### src/rtl/decode_stage.sv
`default_nettype none
// ============================================================================
// Module   : decode_stage
// Brief    : RV32 subset instruction decode with ID/EX pipeline register,
//            writeback bypass, load-use stall detection and bubble counter.
// Revision : 1.0 - initial release
// ============================================================================
module decode_stage #(
  parameter logic [31:0] NOP_INSTR = 32'h00000013
) (
  input  logic        clk,
  input  logic        rst,
  input  logic [31:0] InstrD,
  input  logic [31:0] PCD,
  input  logic [31:0] PCPlus4D,
  input  logic        ValidD,
  output logic [4:0]  A1,
  output logic [4:0]  A2,
  input  logic [31:0] RD1,
  input  logic [31:0] RD2,
  input  logic        RegWriteW,
  input  logic [4:0]  RdW,
  input  logic [31:0] ResultW,
  output logic        WE3,
  output logic [4:0]  A3,
  output logic [31:0] WD3,
  input  logic        FlushE,
  output logic        StallD,
  output logic        ValidE,
  output logic [31:0] InstrE,
  output logic [31:0] PCE,
  output logic [31:0] PCPlus4E,
  output logic [31:0] RD1E,
  output logic [31:0] RD2E,
  output logic [31:0] ImmExtE,
  output logic [4:0]  Rs1E,
  output logic [4:0]  Rs2E,
  output logic [4:0]  RdE,
  output logic        RegWriteE,
  output logic        MemWriteE,
  output logic [1:0]  ResultSrcE,
  output logic        ALUSrcE,
  output logic        BranchE,
  output logic        JumpE,
  output logic [2:0]  ALUControlE,
  output logic        IllegalE,
  output logic [15:0] BubbleCount
);

  localparam logic [6:0] c_OP_LW   = 7'b0000011;
  localparam logic [6:0] c_OP_SW   = 7'b0100011;
  localparam logic [6:0] c_OP_R    = 7'b0110011;
  localparam logic [6:0] c_OP_I    = 7'b0010011;
  localparam logic [6:0] c_OP_BEQ  = 7'b1100011;
  localparam logic [6:0] c_OP_JAL  = 7'b1101111;
  localparam logic [6:0] c_OP_LUI  = 7'b0110111;
  localparam logic [15:0] c_CNT_MAX = 16'hFFFF;

  typedef struct packed {
    logic        valid;
    logic [31:0] instr;
    logic [31:0] pc;
    logic [31:0] pcp4;
    logic [31:0] rd1;
    logic [31:0] rd2;
    logic [31:0] imm;
    logic [4:0]  rs1;
    logic [4:0]  rs2;
    logic [4:0]  rd;
    logic        regwrite;
    logic        memwrite;
    logic [1:0]  resultsrc;
    logic        alusrc;
    logic        branch;
    logic        jump;
    logic [2:0]  aluctl;
    logic        illegal;
  } idex_t;

  idex_t       idex_d, idex_q, w_slot, w_bubble;
  logic [15:0] bubble_cnt_d, bubble_cnt_q;
  logic [6:0]  w_opcode;
  logic [2:0]  w_funct3;
  logic [2:0]  w_alu_f3;
  logic        w_f3_ok;
  logic        w_rs1_used, w_rs2_used;
  logic        w_hazard, w_load_bubble, w_count;
  logic [31:0] w_op1, w_op2;

  assign w_opcode = InstrD[6:0];
  assign w_funct3 = InstrD[14:12];
  assign A1       = InstrD[19:15];
  assign A2       = InstrD[24:20];
  assign WE3      = RegWriteW;
  assign A3       = RdW;
  assign WD3      = ResultW;

  // Writeback bypass: a same-cycle write to a source register wins over the file
  assign w_op1 = (RegWriteW && (RdW != 5'd0) && (RdW == A1)) ? ResultW : RD1;
  assign w_op2 = (RegWriteW && (RdW != 5'd0) && (RdW == A2)) ? ResultW : RD2;

  // ALU operation selected by funct3 for R-type and I-ALU instructions
  always_comb begin
    w_alu_f3 = 3'b000;
    w_f3_ok  = 1'b1;
    case (w_funct3)
      3'b000:  w_alu_f3 = ((w_opcode == c_OP_R) && InstrD[30]) ? 3'b001 : 3'b000;
      3'b010:  w_alu_f3 = 3'b101;
      3'b110:  w_alu_f3 = 3'b011;
      3'b111:  w_alu_f3 = 3'b010;
      default: w_f3_ok  = 1'b0;
    endcase
  end

  // Decode the IF/ID slot into the full ID/EX payload
  always_comb begin
    w_slot       = '0;
    w_slot.valid = 1'b1;
    w_slot.instr = InstrD;
    w_slot.pc    = PCD;
    w_slot.pcp4  = PCPlus4D;
    w_slot.rd1   = w_op1;
    w_slot.rd2   = w_op2;
    w_rs1_used   = 1'b0;
    w_rs2_used   = 1'b0;
    case (w_opcode)
      c_OP_LW: begin
        w_slot.regwrite  = 1'b1;
        w_slot.resultsrc = 2'b01;
        w_slot.alusrc    = 1'b1;
        w_slot.imm       = {{20{InstrD[31]}}, InstrD[31:20]};
        w_rs1_used       = 1'b1;
      end
      c_OP_SW: begin
        w_slot.memwrite = 1'b1;
        w_slot.alusrc   = 1'b1;
        w_slot.imm      = {{20{InstrD[31]}}, InstrD[31:25], InstrD[11:7]};
        w_rs1_used      = 1'b1;
        w_rs2_used      = 1'b1;
      end
      c_OP_R: begin
        w_slot.regwrite = 1'b1;
        w_slot.aluctl   = w_alu_f3;
        w_slot.illegal  = ~w_f3_ok;
        w_rs1_used      = 1'b1;
        w_rs2_used      = 1'b1;
      end
      c_OP_I: begin
        w_slot.regwrite = 1'b1;
        w_slot.alusrc   = 1'b1;
        w_slot.aluctl   = w_alu_f3;
        w_slot.imm      = {{20{InstrD[31]}}, InstrD[31:20]};
        w_slot.illegal  = ~w_f3_ok;
        w_rs1_used      = 1'b1;
      end
      c_OP_BEQ: begin
        w_slot.branch = 1'b1;
        w_slot.aluctl = 3'b001;
        w_slot.imm    = {{19{InstrD[31]}}, InstrD[31], InstrD[7], InstrD[30:25],
                         InstrD[11:8], 1'b0};
        w_rs1_used    = 1'b1;
        w_rs2_used    = 1'b1;
      end
      c_OP_JAL: begin
        w_slot.regwrite  = 1'b1;
        w_slot.jump      = 1'b1;
        w_slot.resultsrc = 2'b10;
        w_slot.imm       = {{11{InstrD[31]}}, InstrD[31], InstrD[19:12], InstrD[20],
                            InstrD[30:21], 1'b0};
      end
      c_OP_LUI: begin
        w_slot.regwrite = 1'b1;
        w_slot.alusrc   = 1'b1;
        w_slot.rd1      = 32'd0;
        w_slot.imm      = {InstrD[31:12], 12'd0};
      end
      default: w_slot.illegal = 1'b1;
    endcase
    // An illegal instruction keeps its slot but performs no architectural action
    if (w_slot.illegal) begin
      w_slot.regwrite  = 1'b0;
      w_slot.memwrite  = 1'b0;
      w_slot.branch    = 1'b0;
      w_slot.jump      = 1'b0;
      w_slot.resultsrc = 2'b00;
      w_slot.alusrc    = 1'b0;
      w_slot.aluctl    = 3'b000;
      w_slot.imm       = 32'd0;
      w_rs1_used       = 1'b0;
      w_rs2_used       = 1'b0;
    end
    // Unused register fields read as x0 so later forwarding never matches them
    w_slot.rs1 = w_rs1_used      ? InstrD[19:15] : 5'd0;
    w_slot.rs2 = w_rs2_used      ? InstrD[24:20] : 5'd0;
    w_slot.rd  = w_slot.regwrite ? InstrD[11:7]  : 5'd0;
  end

  assign w_hazard = idex_q.valid && (idex_q.resultsrc == 2'b01) && (idex_q.rd != 5'd0)
                    && ValidD
                    && (((idex_q.rd == A1) && w_rs1_used) || ((idex_q.rd == A2) && w_rs2_used));
  assign StallD        = w_hazard & ~FlushE;
  assign w_count       = StallD | FlushE;
  assign w_load_bubble = w_count | ~ValidD;

  // Select bubble or decoded slot for the ID/EX register; saturating bubble count
  always_comb begin
    w_bubble       = '0;
    w_bubble.instr = NOP_INSTR;
    idex_d         = w_load_bubble ? w_bubble : w_slot;
    bubble_cnt_d   = (w_count && (bubble_cnt_q != c_CNT_MAX)) ? bubble_cnt_q + 16'd1
                                                               : bubble_cnt_q;
  end

  // ID/EX pipeline register and bubble counter, reset loads a bubble
  always_ff @(posedge clk) begin
    if (!rst) begin
      idex_q       <= w_bubble;
      bubble_cnt_q <= 16'd0;
    end else begin
      idex_q       <= idex_d;
      bubble_cnt_q <= bubble_cnt_d;
    end
  end

  assign ValidE      = idex_q.valid;
  assign InstrE      = idex_q.instr;
  assign PCE         = idex_q.pc;
  assign PCPlus4E    = idex_q.pcp4;
  assign RD1E        = idex_q.rd1;
  assign RD2E        = idex_q.rd2;
  assign ImmExtE     = idex_q.imm;
  assign Rs1E        = idex_q.rs1;
  assign Rs2E        = idex_q.rs2;
  assign RdE         = idex_q.rd;
  assign RegWriteE   = idex_q.regwrite;
  assign MemWriteE   = idex_q.memwrite;
  assign ResultSrcE  = idex_q.resultsrc;
  assign ALUSrcE     = idex_q.alusrc;
  assign BranchE     = idex_q.branch;
  assign JumpE       = idex_q.jump;
  assign ALUControlE = idex_q.aluctl;
  assign IllegalE    = idex_q.illegal;
  assign BubbleCount = bubble_cnt_q;

endmodule
`default_nettype wire
### config.mk
export PLATFORM = sky130hd
export DESIGN_NAME = decode_stage
export DESIGN_NICKNAME = d
export VERILOG_FILES = /design/src/rtl/decode_stage.sv
export SDC_FILE = /design/constraint.sdc
export NUM_CORES = 1
export LEC_CHECK = 0
export BUFFER_PORTS_ARGS = -buffer_cell sky130_fd_sc_hd__buf_2
export CAP_MARGIN = 5
export CORE_AREA = 3 3 186 188
export CTS_BUF_LIST = sky130_fd_sc_hd__clkbuf_4 sky130_fd_sc_hd__clkbuf_8
export DETAILED_ROUTE_END_ITERATION = 8
export DIE_AREA = 0 0 189 191
export PLACE_DENSITY = 0.52
export REMOVE_ABC_BUFFERS = 1
export SETUP_SLACK_MARGIN = 0.3
export SYNTH_ARGS = -nofsm -noshare
export SYNTH_HDL_FRONTEND = slang
export SYNTH_SLANG_ARGS = --single-unit
### constraint.sdc
create_clock -name clk -period 2.99 [get_ports clk]
set_input_delay 0.4485 -clock clk [delete_from_list [all_inputs] [get_ports clk]]
set_output_delay 0.4485 -clock clk [all_outputs]
set_load 0.05 [all_outputs]
==> flow_metrics.tcl <==
set metrics [dict create \
    status "finished, final reports clean" \
    cap_viol_max_count 0 \
    synth_edf_count 0 \
    yosys-top-cells-area "dfxtp_1, mux2i_1, and2_1, buf_4, nor2_1" \
    numCtsBuffers 42 \
    synth_cells 795 \
    async_reset_ff_share_pct 0 \
    antenna_cells 0 \
    hold_viol 0 \
    cpPeakStageDelay_ps 390 \
    critPathKind "flop to primary output" \
    vias 7432 \
    min_path_cells 2 \
    worstSetupStartpointType "flop" \
    drtIter0Drc 251 \
    placed_area_um2 11070 \
    synth_most_common_cell "dfxtp_1" \
    synth.ff_latch_count 235 \
    grt_remaining_overflow 0 \
    critPathMaxFanout 3 \
    syn2layout_area_growth_pct 48.85 \
    fin_tns_setup_ps 0 \
    maxSlewHeadroom_pct 51.61 \
    port_buffers 485 \
    final_nets 1498 \
    dr.pass1.iters 4 \
    core_area_um2 33280 \
    cts_tree "yes" \
    r2r_end "BubbleCount[3]" \
    dieArea_um2 36100 \
    synth_seq_area_share_pct 57.15 \
    place_hpwl_um 25330 \
    report.final.setup_viol 0 \
    placed_cells 1680 \
    fill_cells 3461 \
    grt_pass1_vias 7642 \
    track_usage_pct 17.31 \
    drv_slew 0 \
    finalClockSkew_ps 22.76 \
    critPathRequiredTime_ps 2540 \
    holdCritPathClass "input port to flop" \
    cp_cell_sequence "xor2_1, nor4_1, buf_4, a32oi_2, buf_4, nor4_4, buf_6" \
    cts_root_buffer "clkbuf_8" \
    synth_top_area_share_pct 57.15 \
    tightest_slew_ps 721.0 \
    final_area_um2 12250 \
    fin_crit_sh_pct 88.86 \
    insertion_delay_ps 580 \
    synth_ff_type "dfxtp_1" \
    yosys_warnings 0 \
    gp_congestion 0.8066 \
    cts_sinks 235 \
    path_buf_inv 3 \
    max-clock-path-buffers 3 \
    critPathCaptureType "primary output" \
    start_util_pct 24.73 \
    die_w_um 189 \
    io_pins 486 \
    syn_avg_cell_area_um2 10.35 \
    path_depth 7 \
    antenna_found_initial 1 \
    die_h_um 191 \
    ant_nets 0 \
    grt_pass1_wl_um 46690 \
    max-vdd-ir-drop_mv 0.3806 \
    rsz0062_at_grt "yes" \
    r2r_slack_ps 420 \
    fmax_mhz 376.4 \
    std_cell_rows 67 \
    ys_types 46 \
    grt_max_degree 37 \
    viasPerCell 4.189 \
    htreeDepth 2 \
    final_cells 1774 \
    p_leak_uw 0.005920 \
    fin_crit_ps 2657 \
    endpoint "StallD" \
    power.density_nw_per_um2 611.7 \
    critical_path.most_common_cell "buf_4" \
    drive_gt1_share_pct 46.53 \
    cts.reportedPaths.clkPinSlew_ps 60 \
    rr_worst_depth 9 \
    routed_wl_um 32600 \
    synth_area_leader_cell "dfxtp_1" \
    reg2reg_from "RdE[0]" \
    synthTopCellsByCount "dfxtp_1, and2_1, nor2_1" \
    cp.arrival_ps 2210 \
    wl_per_cell_um 18.38 \
    drc 0 \
    critical_path.top_delay_family "buffers and inverters" \
    netlist_area_um2 8232 \
    slowest_stage "dfxtp_4" \
    crit_path_start "RdE[0]" \
]
==> stage by stage <==
step	hold WS [ps]	utilization, %	worst slack, ps	power, µW
CTS	1.389	36.81	220.7	7662
finish	72.01	36.82	333.2	7495
global placement	470.6	33.25	233.2	4139
global route	6.709	36.82	157.2	7851
floorplan	524.1	-	-3351	3642
detailed placement	484.4	33.25	259.2	4142
==> metal layers <==
| metal | routed length [µm] | GRT usage, % | up-vias |
|---|---|---|---|
| met5 | 0 | 0 | - |
| met4 | 820 | 5.471 | 0 |
| met1 | 11870 | 18.01 | 3393 |
| li1 | - | - | 3602 |
| met3 | 3128 | 6.455 | 54 |
| met2 | 16780 | 32.21 | 383 |
==> area by class of cell <==
type / instances / area (µm²) / area share [%]
clock inverters: 12 / 170.2 / 1.389
repair buffers: 546 / 2987 / 24.37
well taps: 448 / 560.5 / 4.575
clock buffers: 63 / 792.0 / 6.464
inverters: 10 / 37.54 / 0.3063
flip-flops and latches: 235 / 4713 / 38.47
multi-input cells: 460 / 2993 / 24.43
==> worst min path at each step <==
stage                    startpoint         endpoint
floorplan                 InstrD[4]    ResultSrcE[0]
global placement    BubbleCount[11]  BubbleCount[11]
detailed placement   BubbleCount[4]   BubbleCount[4]
CTS                    PCPlus4D[23]     PCPlus4E[23]
global route           PCPlus4D[12]     PCPlus4E[12]
finish                  PCPlus4D[7]      PCPlus4E[7]
==> registers in the layout, summed over array words and instances (netlist names) <==
name	flops
ALUSrcE	1
ALUControlE	3
BubbleCount	16
ResultSrcE	2
PCE	32
MemWriteE	1
Rs2E	5
RdE	5
InstrE	32
ValidE	1
RD1E	32
BranchE	1
RegWriteE	1
PCPlus4E	32
IllegalE	1
Rs1E	5
JumpE	1
ImmExtE	32
RD2E	32
==> logic make-up after synthesis <==
logic type               Yosys count  synth area share (%)
AO/OA/AOI/OAI                     71                 5.564
buffers and inverters            100                 7.159
adder cells (fa/ha/maj)            1                0.1520
XOR/XNOR                          20                 2.128
multiplexers                      68                 8.269
flip-flops                       235                 57.15
AND/OR/NAND/NOR                  300                 19.58
==> where the power goes <==
group | internal, µW | switching (µW)
combinational | 269 | 603
sequential | 3190 | 19.5
clock | 2050 | 1360
total | 5510 | 1990
==> cell usage in the layout (no fill, tap or decap), drive strengths merged, types with 4 or more instances in the layout <==
cell and n:
and3 11, a21oi 39, mux2i 68, nand3 13, nand2 30, a22oi 4
o31ai 10, nor4 10, nor3 6, inv 12, xnor2 7, clkbuf 63
dlygate4sd3 18, buf 528, or4 12, and2 106, clkinv 5, xor2 13
dfxtp 235, or3 4, bufinv 4, nor2 85, o21ai 5, nand2b 12
==> timing repair <==
action	4_1_cts	5_1_grt
hold buffers	18	0
gates resized for setup	9	1
endpoints found under the setup margin	1	6
endpoints found under the hold margin	18	0
setup buffers	1	0
pin swaps	2	1
(Power assumes the default switching activity.)
